==> config.mk <==
export PLATFORM = sky130hd
export DESIGN_NAME = iter_mac_param
export DESIGN_NICKNAME = d
export VERILOG_FILES = /design/src/rtl/iter_mac_pkg.sv /design/src/rtl/iter_mul_core.sv /design/src/rtl/iter_mac_param.sv
export SDC_FILE = /design/constraint.sdc
export NUM_CORES = 1
export LEC_CHECK = 0
export ABC_AREA = 1
export ABC_CLOCK_PERIOD_IN_PS = 7900
export CORE_UTILIZATION = 35
export DETAILED_ROUTE_END_ITERATION = 12
export RECOVER_POWER = 25
export SETUP_SLACK_MARGIN = 0.3
export SYNTH_ARGS = -nofsm -noshare
export SYNTH_HDL_FRONTEND = slang
export SYNTH_SLANG_ARGS = --single-unit
==> constraint.sdc <==
create_clock -name clk -period 7.9 [get_ports clk]
set_input_delay 0.79 -clock clk [delete_from_list [all_inputs] [get_ports clk]]
set_output_delay 0.79 -clock clk [all_outputs]
set_load 0.03 [all_outputs]
==> src/rtl/iter_mac_pkg.sv <==
// Shared types and helpers for the iterative MAC.
//   state_e      : top-level sequencing states
//   count_w()    : width of a counter that holds 0..w
//   sat_max/min  : clamp limits for an aw-bit accumulator, signed or unsigned.
//                  They return a wide vector; callers take the low aw bits.
package iter_mac_pkg;

  typedef enum logic [1:0] {IDLE, MUL, ACC, OUT} state_e;

  localparam int SAT_W = 128;

  function automatic int count_w(input int w);
    return $clog2(w + 1);
  endfunction

  function automatic logic [SAT_W-1:0] sat_max(input int aw, input logic sgn);
    logic [SAT_W-1:0] one;
    one = SAT_W'(1);
    return sgn ? ((one << (aw - 1)) - one) : ((one << aw) - one);
  endfunction

  function automatic logic [SAT_W-1:0] sat_min(input int aw, input logic sgn);
    logic [SAT_W-1:0] one;
    one = SAT_W'(1);
    return sgn ? (one << (aw - 1)) : '0;
  endfunction

endpackage

==> src/rtl/iter_mul_core.sv <==
// Radix-2 shift-add magnitude multiplier, one multiplier bit per cycle.
//   clk, rst       : clock, synchronous active-high reset
//   start          : load mcand/mplier (ignored while busy)
//   mcand, mplier  : unsigned WIDTH-bit magnitudes
//   busy           : iteration in progress
//   done           : high during the final iteration; product is complete
//                    after this edge
//   product        : unsigned 2*WIDTH-bit result, held until next start
module iter_mul_core
  import iter_mac_pkg::*;
#(
  parameter int WIDTH = 8
) (
  input  logic               clk,
  input  logic               rst,
  input  logic               start,
  input  logic [WIDTH-1:0]   mcand,
  input  logic [WIDTH-1:0]   mplier,
  output logic               busy,
  output logic               done,
  output logic [2*WIDTH-1:0] product
);

  localparam int CW = count_w(WIDTH);

  logic [2*WIDTH-1:0] mc_q;
  logic [2*WIDTH-1:0] prod_q;
  logic [WIDTH-1:0]   mp_q;
  logic [CW-1:0]      cnt_q;

  assign busy    = (cnt_q != '0);
  assign done    = (cnt_q == CW'(1));
  assign product = prod_q;

  // Full 2*WIDTH partial product: (2^W-1)^2 never carries out, and the
  // -2^(W-1) magnitude (2^(W-1)) still fits the unsigned WIDTH-bit operand.
  always_ff @(posedge clk) begin
    if (rst) begin
      mc_q   <= '0;
      mp_q   <= '0;
      prod_q <= '0;
      cnt_q  <= '0;
    end else if (start && !busy) begin
      mc_q   <= {{WIDTH{1'b0}}, mcand};
      mp_q   <= mplier;
      prod_q <= '0;
      cnt_q  <= CW'(WIDTH);
    end else if (busy) begin
      if (mp_q[0]) prod_q <= prod_q + mc_q;
      mc_q  <= mc_q << 1;
      mp_q  <= mp_q >> 1;
      cnt_q <= cnt_q - CW'(1);
    end
  end

endmodule

==> src/rtl/iter_mac_param.sv <==
// Iterative multiply-accumulate with valid/ready on both sides.
//   clk, rst      : clock, synchronous active-high reset
//   in_valid/in_ready, a, b, signed_mode, last : operand-pair input;
//                   signed_mode is taken from the first term of a sequence
//   out_valid/out_ready, acc_out, overflow     : sequence result; overflow
//                   is sticky across the sequence
// Per term: 1 accept cycle, WIDTH multiply cycles, 1 accumulate cycle.
module iter_mac_param
  import iter_mac_pkg::*;
#(
  parameter int WIDTH     = 8,
  parameter int ACC_WIDTH = 24,
  parameter int SATURATE  = 0
) (
  input  logic                 clk,
  input  logic                 rst,
  input  logic                 in_valid,
  output logic                 in_ready,
  input  logic [WIDTH-1:0]     a,
  input  logic [WIDTH-1:0]     b,
  input  logic                 signed_mode,
  input  logic                 last,
  output logic                 out_valid,
  input  logic                 out_ready,
  output logic [ACC_WIDTH-1:0] acc_out,
  output logic                 overflow
);

  localparam logic [ACC_WIDTH-1:0] MAX_S = ACC_WIDTH'(sat_max(ACC_WIDTH, 1'b1));
  localparam logic [ACC_WIDTH-1:0] MIN_S = ACC_WIDTH'(sat_min(ACC_WIDTH, 1'b1));
  localparam logic [ACC_WIDTH-1:0] MAX_U = ACC_WIDTH'(sat_max(ACC_WIDTH, 1'b0));

  state_e               state_q, state_d;
  logic [ACC_WIDTH-1:0] acc_q;
  logic                 ovf_q;
  logic                 first_q;   // next accepted term opens a sequence
  logic                 mode_q;    // signed_mode latched for the sequence
  logic                 sign_q;    // product sign of the current term
  logic                 last_q;

  logic                 mode_eff;
  logic [WIDTH-1:0]     mag_a, mag_b;
  logic                 accept;
  logic                 core_busy, core_done;
  logic [2*WIDTH-1:0]   prod;
  logic [2*WIDTH-1:0]   prod_s;
  logic [ACC_WIDTH-1:0] term;
  logic [ACC_WIDTH:0]   sum_w;
  logic                 ovf_now;
  logic [ACC_WIDTH-1:0] clamp;
  logic [ACC_WIDTH-1:0] acc_next;

  // Mode comes from the live pin only on the first term; later terms reuse it.
  assign mode_eff = first_q ? signed_mode : mode_q;
  assign mag_a    = (mode_eff && a[WIDTH-1]) ? -a : a;
  assign mag_b    = (mode_eff && b[WIDTH-1]) ? -b : b;
  assign accept   = in_valid && in_ready;

  iter_mul_core #(.WIDTH(WIDTH)) u_core (
    .clk    (clk),
    .rst    (rst),
    .start  (accept),
    .mcand  (mag_a),
    .mplier (mag_b),
    .busy   (core_busy),
    .done   (core_done),
    .product(prod)
  );

  // Signed magnitude never exceeds 2^(2W-2), so negation in 2W bits is exact.
  assign prod_s = sign_q ? -prod : prod;
  assign term   = mode_q ? ACC_WIDTH'($signed(prod_s)) : ACC_WIDTH'(prod_s);
  assign sum_w  = {1'b0, acc_q} + {1'b0, term};

  assign ovf_now = mode_q
    ? ((acc_q[ACC_WIDTH-1] == term[ACC_WIDTH-1]) &&
       (sum_w[ACC_WIDTH-1] != acc_q[ACC_WIDTH-1]))
    : sum_w[ACC_WIDTH];

  // Signed overflow direction follows the common operand sign.
  assign clamp    = mode_q ? (acc_q[ACC_WIDTH-1] ? MIN_S : MAX_S) : MAX_U;
  assign acc_next = ((SATURATE != 0) && ovf_now) ? clamp : sum_w[ACC_WIDTH-1:0];

  assign acc_out  = acc_q;
  assign overflow = ovf_q;

  always_comb begin
    state_d   = state_q;
    in_ready  = 1'b0;
    out_valid = 1'b0;
    case (state_q)
      IDLE: begin
        in_ready = !core_busy;
        if (in_valid && !core_busy) state_d = MUL;
      end
      MUL:  if (core_done) state_d = ACC;
      ACC:  state_d = last_q ? OUT : IDLE;
      OUT: begin
        out_valid = 1'b1;
        if (out_ready) state_d = IDLE;
      end
      default: state_d = IDLE;
    endcase
  end

  always_ff @(posedge clk) begin
    if (rst) begin
      state_q <= IDLE;
      acc_q   <= '0;
      ovf_q   <= 1'b0;
      first_q <= 1'b1;
      mode_q  <= 1'b0;
      sign_q  <= 1'b0;
      last_q  <= 1'b0;
    end else begin
      state_q <= state_d;
      case (state_q)
        IDLE: if (accept) begin
          sign_q <= mode_eff & (a[WIDTH-1] ^ b[WIDTH-1]);
          last_q <= last;
          if (first_q) begin
            mode_q  <= signed_mode;
            first_q <= 1'b0;
          end
        end
        ACC: begin
          acc_q <= acc_next;
          if (ovf_now) ovf_q <= 1'b1;
        end
        OUT: if (out_ready) begin
          acc_q   <= '0;
          ovf_q   <= 1'b0;
          first_q <= 1'b1;
        end
        default: ;
      endcase
    end
  end

endmodule

==> flow_summary.toml, run 1 <==
[die]
num_rows = 44
core-area_sq_um = 14800
dieArea_sq_um = 15800
ios = 49
start_util_pct = 36.3
fp.dieH_microns = 126
die_w_microns = 126

[run]
drv_cap = 0

[synth]
synth-async-reset-ratio_pct = 0
synth_cell_type_count = 46
synth_area_leaders = "dfxtp_1 (28%), nand2_1 (13%), a21oi_1 (9.7%)"
synth_area_sq_um = 5360
ys_seq_elements = 75
ys_warn_count = 0
synth_top_area_cell = "dfxtp_1"
synth_ff_type = "dfxtp_1"
yosys-top-cells-count = "nand2_1 (180), a21oi_1 (104), inv_1 (96)"
synth_top_area_share_pct = 28.0
synth_edf_count = 0
synth_cells = 813
yosysMostFrequentCell = "nand2_1"
synth_nets = 874
yosysSeqAreaShare_pct = 28.0
avgSynthCellArea_sq_um = 6.60

[drt]
routed_via_density = 5.06
drt-total-wl_microns = 13900
dr.pass1.iters = 5
wire_per_inst_microns = 13.3
drc = 0
ant_nets = 0
vias = 5284
drtIter0Drc = 188

[timing]
worst_slew_pin_slew_ns = 0.972
setup_violations = 0
min_period_over_period_pct = 49.7
fin_ws_ns = 3.97
drv_slew = 0
period_minus_slack_ns = 3.93
timing.hold.ws_ns = 0.469
achievable-frequency_mhz = 255
fin_skew_ns = 0.00710
fin_tns_setup_ns = 0
grt_setup_unrepaired = "no"
final_hold_viol_count = 0
max_slew_margin_pct = 35.0

[clock_tree]
cts_root_buf = "clkbuf_16"
clk_pin_slew_ns = 0.06
h-tree-depth = 3
clock_latency_ns = 0.35
ctsResizeCount = 0
clk_path_buf_depth = 2
cts_setup_buffers = 0
cts_tree = "built"
cts.sinks = 75
ctsHoldBuffers = 0
numCtsBuffers = 9

[run_status]
run_status = "complete, no violations"

[finish]
fin_cells = 1045
num_antenna_cells = 0
post-route-util_pct = 42.7
nNetsFinal = 917
syn2layout_area_growth_pct = 17.4
fillers = 1589
drive_gt1_share_pct = 6.04

[place]
place.gp.congestion = 0.851
dp_cells = 1029
dp_slack_ns = 3.97
place_hpwl_microns = 10500
portBuffers = 48

[global_route]
grt_use_total_pct = 18.3
grt_pass1_vias = 4983
grt_pass1_wl_microns = 23400
antenna_found_initial = 0
grt_max_degree = 43
grt-ovfl-total = 0

[power_and_ir_drop]
power_density_nw_per_um2 = 241
ir_drop_mv = 0.123
power.leakage_nw = 2.88

[worst_hold_path]
hold_class = "register to register"

[setup_path]
worstSetupEndpointType = "register"
regToRegSetupSlack_ns = 3.97
worstSetupStartpointType = "register"
crit_arrival_ns = 4.22
critPathMaxFanout = 25
crit_type = "register to register"
cp.required_ns = 8.19
-- critical path, stage by stage, from the launching register on --
cell,delay [ns]
dfxtp_1,0.37
inv_1,0.07
ha_1,0.23
nand2_1,0.55
nor3_1,0.14
nand2_1,0.56
inv_1,0.41
nor2_2,0.49
clkinv_1,0.60
a21oi_1,0.28
o21ai_0,0.11
inv_1,0.06
-- cells by family (layout without fill, tap and decap cells) --
kind of cell	after synthesis	in the layout	share of synthesized area, %
flops	75	75	28.0
fa+ha+maj	39	39	9.38
xor+xnor	32	32	5.23
compound gates	215	215	22.1
buf+inv	119	167	8.42
simple gates	333	333	26.8
-- stage by stage --
step | cell area [sq um] | power, mW
after global routing | 6300 | 1.64
after CTS | 6300 | 1.53
after global placement | 6020 | 1.13
final | 6300 | 1.52
after detailed placement | 6020 | 1.14
after floorplan | 5360 | 0.974
-- report_power, final --
part           internal [mW]  leakage, nW  switching, mW
logic                  0.211         2.14          0.397
registers              0.446        0.609         0.0735
clock network          0.215        0.133          0.176
-- path summary, 6_finish.rpt --
path / start / endpoint / cells past startpoint
worst min register to register: u_core.mp_q[4] / u_core.mp_q[4] / 2
worst max register to register: u_core.cnt_q[0] / u_core.product[6] / 11
worst min-delay path: u_core.mp_q[4] / u_core.mp_q[4] / 2
worst max-delay path: u_core.cnt_q[0] / u_core.product[6] / 11
-- placed cells by master (no fill, tap or decap), types with 10 or more instances in the layout --
cell,n
nand2_1,180
a21oi_1,104
inv_1,96
dfxtp_1,75
o21ai_0,70
nor2_1,59
nand3_1,43
ha_1,37
clkdlybuf4s50_1,24
dlygate4sd3_1,24
xor2_1,22
nor3_1,10
xnor2_1,10
-- routing by layer --
metal  vias to the layer above  track usage, %  routed length [microns]
li1                       2795               -                        -
met2                        75            32.1                     6660
met1                      2397            22.7                     6560
met4                         0            6.38                      236
met5                         -               0                        0
met3                        17            3.14                      452
-- sequential cells by signal, summed over array words and instances, names as in the netlist --
register,flops
u_core.cnt_q,4
overflow,1
u_core.mc_q,16
first_q,1
u_core.product,16
acc_out,24
last_q,1
u_core.mp_q,8
state_q,2
mode_q,1
sign_q,1
-- layout make-up --
cell class              instances  area, sq um  area share [%]
repair buffers                 51          503            7.99
flip-flops and latches         75         1500            23.8
multi-input cells             619         3410            54.2
well taps                     184          230            3.66
clock inverters                 7         51.3           0.815
clock buffers                   9          225            3.58
inverters                     100          375            5.96
Note: power is estimated with default switching activity, not from simulation.
==> inputs of run 2 (changes only) <==
--- a/config.mk
+++ b/config.mk
@@ -6,7 +6,7 @@
 export NUM_CORES = 1
 export LEC_CHECK = 0
 export ABC_AREA = 1
-export ABC_CLOCK_PERIOD_IN_PS = 7900
+export ABC_CLOCK_PERIOD_IN_PS = 3340
 export CORE_UTILIZATION = 35
 export DETAILED_ROUTE_END_ITERATION = 12
 export RECOVER_POWER = 25
==> constraint.sdc (replaced) <==
create_clock -name clk -period 3.34 [get_ports clk]
set_input_delay 0.334 -clock clk [delete_from_list [all_inputs] [get_ports clk]]
set_output_delay 0.334 -clock clk [all_outputs]
set_load 0.03 [all_outputs]
==> flow_summary.toml, run 2 (synthesis gave the netlist of run 1 again) <==
[run_status]
run_status = "complete, no violations"

[global_route]
grt_max_degree = 41
grt_use_total_pct = 18.7
grt_pass1_wl_microns = 24000
grt_pass1_vias = 5033
grt-ovfl-total = 0
antenna_found_initial = 0

[place]
portBuffers = 48
dp_cells = 1044
place.gp.congestion = 0.848
place_hpwl_microns = 10600
dpl_cell_area_sq_um = 6130
dp_slack_ns = -0.0212

[timing]
min_period_over_period_pct = 93.8
max_slew_margin_pct = 29.6
fin_skew_ns = 0.00634
setup_violations = 0
worst_slew_pin_slew_ns = 1.05
fin_tns_setup_ns = 0
timing.hold.ws_ns = 0.463
fin_ws_ns = 0.207
period_minus_slack_ns = 3.13
final_hold_viol_count = 0
achievable-frequency_mhz = 319
drv_slew = 0
grt_setup_unrepaired = "yes"

[setup_path]
slowest_stage = "ha_1"
worstSetupStartpointType = "register"
cp.required_ns = 3.61
critical-path-top-delay-family = "compound AO/OA/AOI/OAI gates"
r2r_end = "acc_out[15]"
worstSetupEndpointType = "register"
r2r_start = "u_core.product[0]"
crit_path_frequent_cell = "buf_4"
cp-startpoint = "u_core.product[0]"
worstSetupPathDepth = 21
cp_num_buf_inv = 6
setup.worst_path.end = "acc_out[15]"
critPathMaxFanout = 5
r2r_cells = 21
crit_type = "register to register"
crit_path_max_incr_delay_ns = 0.33
crit_arrival_ns = 3.41
regToRegSetupSlack_ns = 0.21
path_cells = "inv_2, ha_4, inv_2, nor3_4, nand2_2, nor3_4, nand3_2, nor2_1, nand2_1, o31ai_2, xnor2_1, ha_1, buf_4, buf_4, a21oi_2, nand2_4, buf_4, buf_4, a21oi_1, o21ai_0, a21oi_1"

[clock_tree]
h-tree-depth = 3
clk_path_buf_depth = 2
ctsHoldBuffers = 0
cts.sinks = 75
cts_root_buf = "clkbuf_16"
cts_tree = "built"
clock_latency_ns = 0.34
numCtsBuffers = 9
clk_pin_slew_ns = 0.06

[die]
fp.dieH_microns = 126
die_w_microns = 126
ios = 49
num_rows = 44
core-area_sq_um = 14800
start_util_pct = 36.3
dieArea_sq_um = 15800

[finish]
stdcell_area_sq_um = 6720
fin_cells = 1070
syn2layout_area_growth_pct = 25.3
drive_gt1_share_pct = 12.9
nNetsFinal = 942
largest_register_ffs = 24
final_cell_mix = "nand2_1 (170), a21oi_1 (97), inv_1 (92)"
post-route-util_pct = 45.5
final_common_cell = "nand2_1"
num_antenna_cells = 0

[drt]
vias = 5401
drc = 0
routed_via_density = 5.05
drt-total-wl_microns = 14300
wire_per_inst_microns = 13.3
drtIter0Drc = 256
ant_nets = 0
dr.pass1.iters = 4

[power_and_ir_drop]
power_density_nw_per_um2 = 585
power.leakage_nw = 3.06
total_power_mw = 3.93
ir_drop_mv = 0.303

[run]
drv_cap = 0

[worst_hold_path]
hold_class = "register to register"
-- run 2: report_power, final --
group / internal (mW) / switching (mW)
clock: 0.691 / 0.395
combinational: 0.615 / 1.00
sequential: 1.06 / 0.168
-- run 2: timing repair --
action                                  in CTS  in global routing
gates resized for setup                      8                 43
setup buffers                                1                  9
cloned                                       0                  0
endpoints found under the setup margin      10                 13
pin swaps                                    2                 13
-- run 2: layout make-up --
type	instances	area, sq um
Sequential cell	75	1510
Tap cell	184	230
Multi-Input combinational cell	619	3580
Clock inverter	5	75.1
Fill cell	1555	8040
Inverter	100	375
Clock buffer	11	253
Timing Repair Buffer	76	696
-- run 2: per-layer routing --
layer / wire length, microns / track usage, % / share of wire [%]
met1: 6740 / 23.5 / 47
met2: 6930 / 33.0 / 49
met3: 455 / 3.53 / 3.2
met5: 0 / 0 / 0
met4: 127 / 4.25 / 0.89
-- run 2: worst min-delay path by stage --
stage	slack (ns)	cells past startpoint	from	to
2_1_floorplan	0.44	2	u_core.mp_q[2]	u_core.mp_q[2]
3_3_place_gp	0.45	2	u_core.mp_q[4]	u_core.mp_q[4]
3_5_place_dp	0.46	2	u_core.mp_q[4]	u_core.mp_q[4]
4_1_cts	0.46	2	u_core.mp_q[4]	u_core.mp_q[4]
5_1_grt	0.48	2	u_core.mp_q[4]	u_core.mp_q[4]
6_report	0.46	2	u_core.mp_q[2]	u_core.mp_q[2]
-- run 2: worst reg2reg max path, cell delays in order, from the launching register on --
cell	delay, ns
dfxtp_2	0.32
inv_2	0.07
ha_4	0.13
inv_2	0.04
nor3_4	0.13
nand2_2	0.10
nor3_4	0.15
nand3_2	0.09
nor2_1	0.09
nand2_1	0.08
o31ai_2	0.21
xnor2_1	0.13
ha_1	0.33
buf_4	0.14
buf_4	0.14
a21oi_2	0.19
nand2_4	0.09
buf_4	0.14
buf_4	0.12
a21oi_1	0.13
o21ai_0	0.11
a21oi_1	0.12
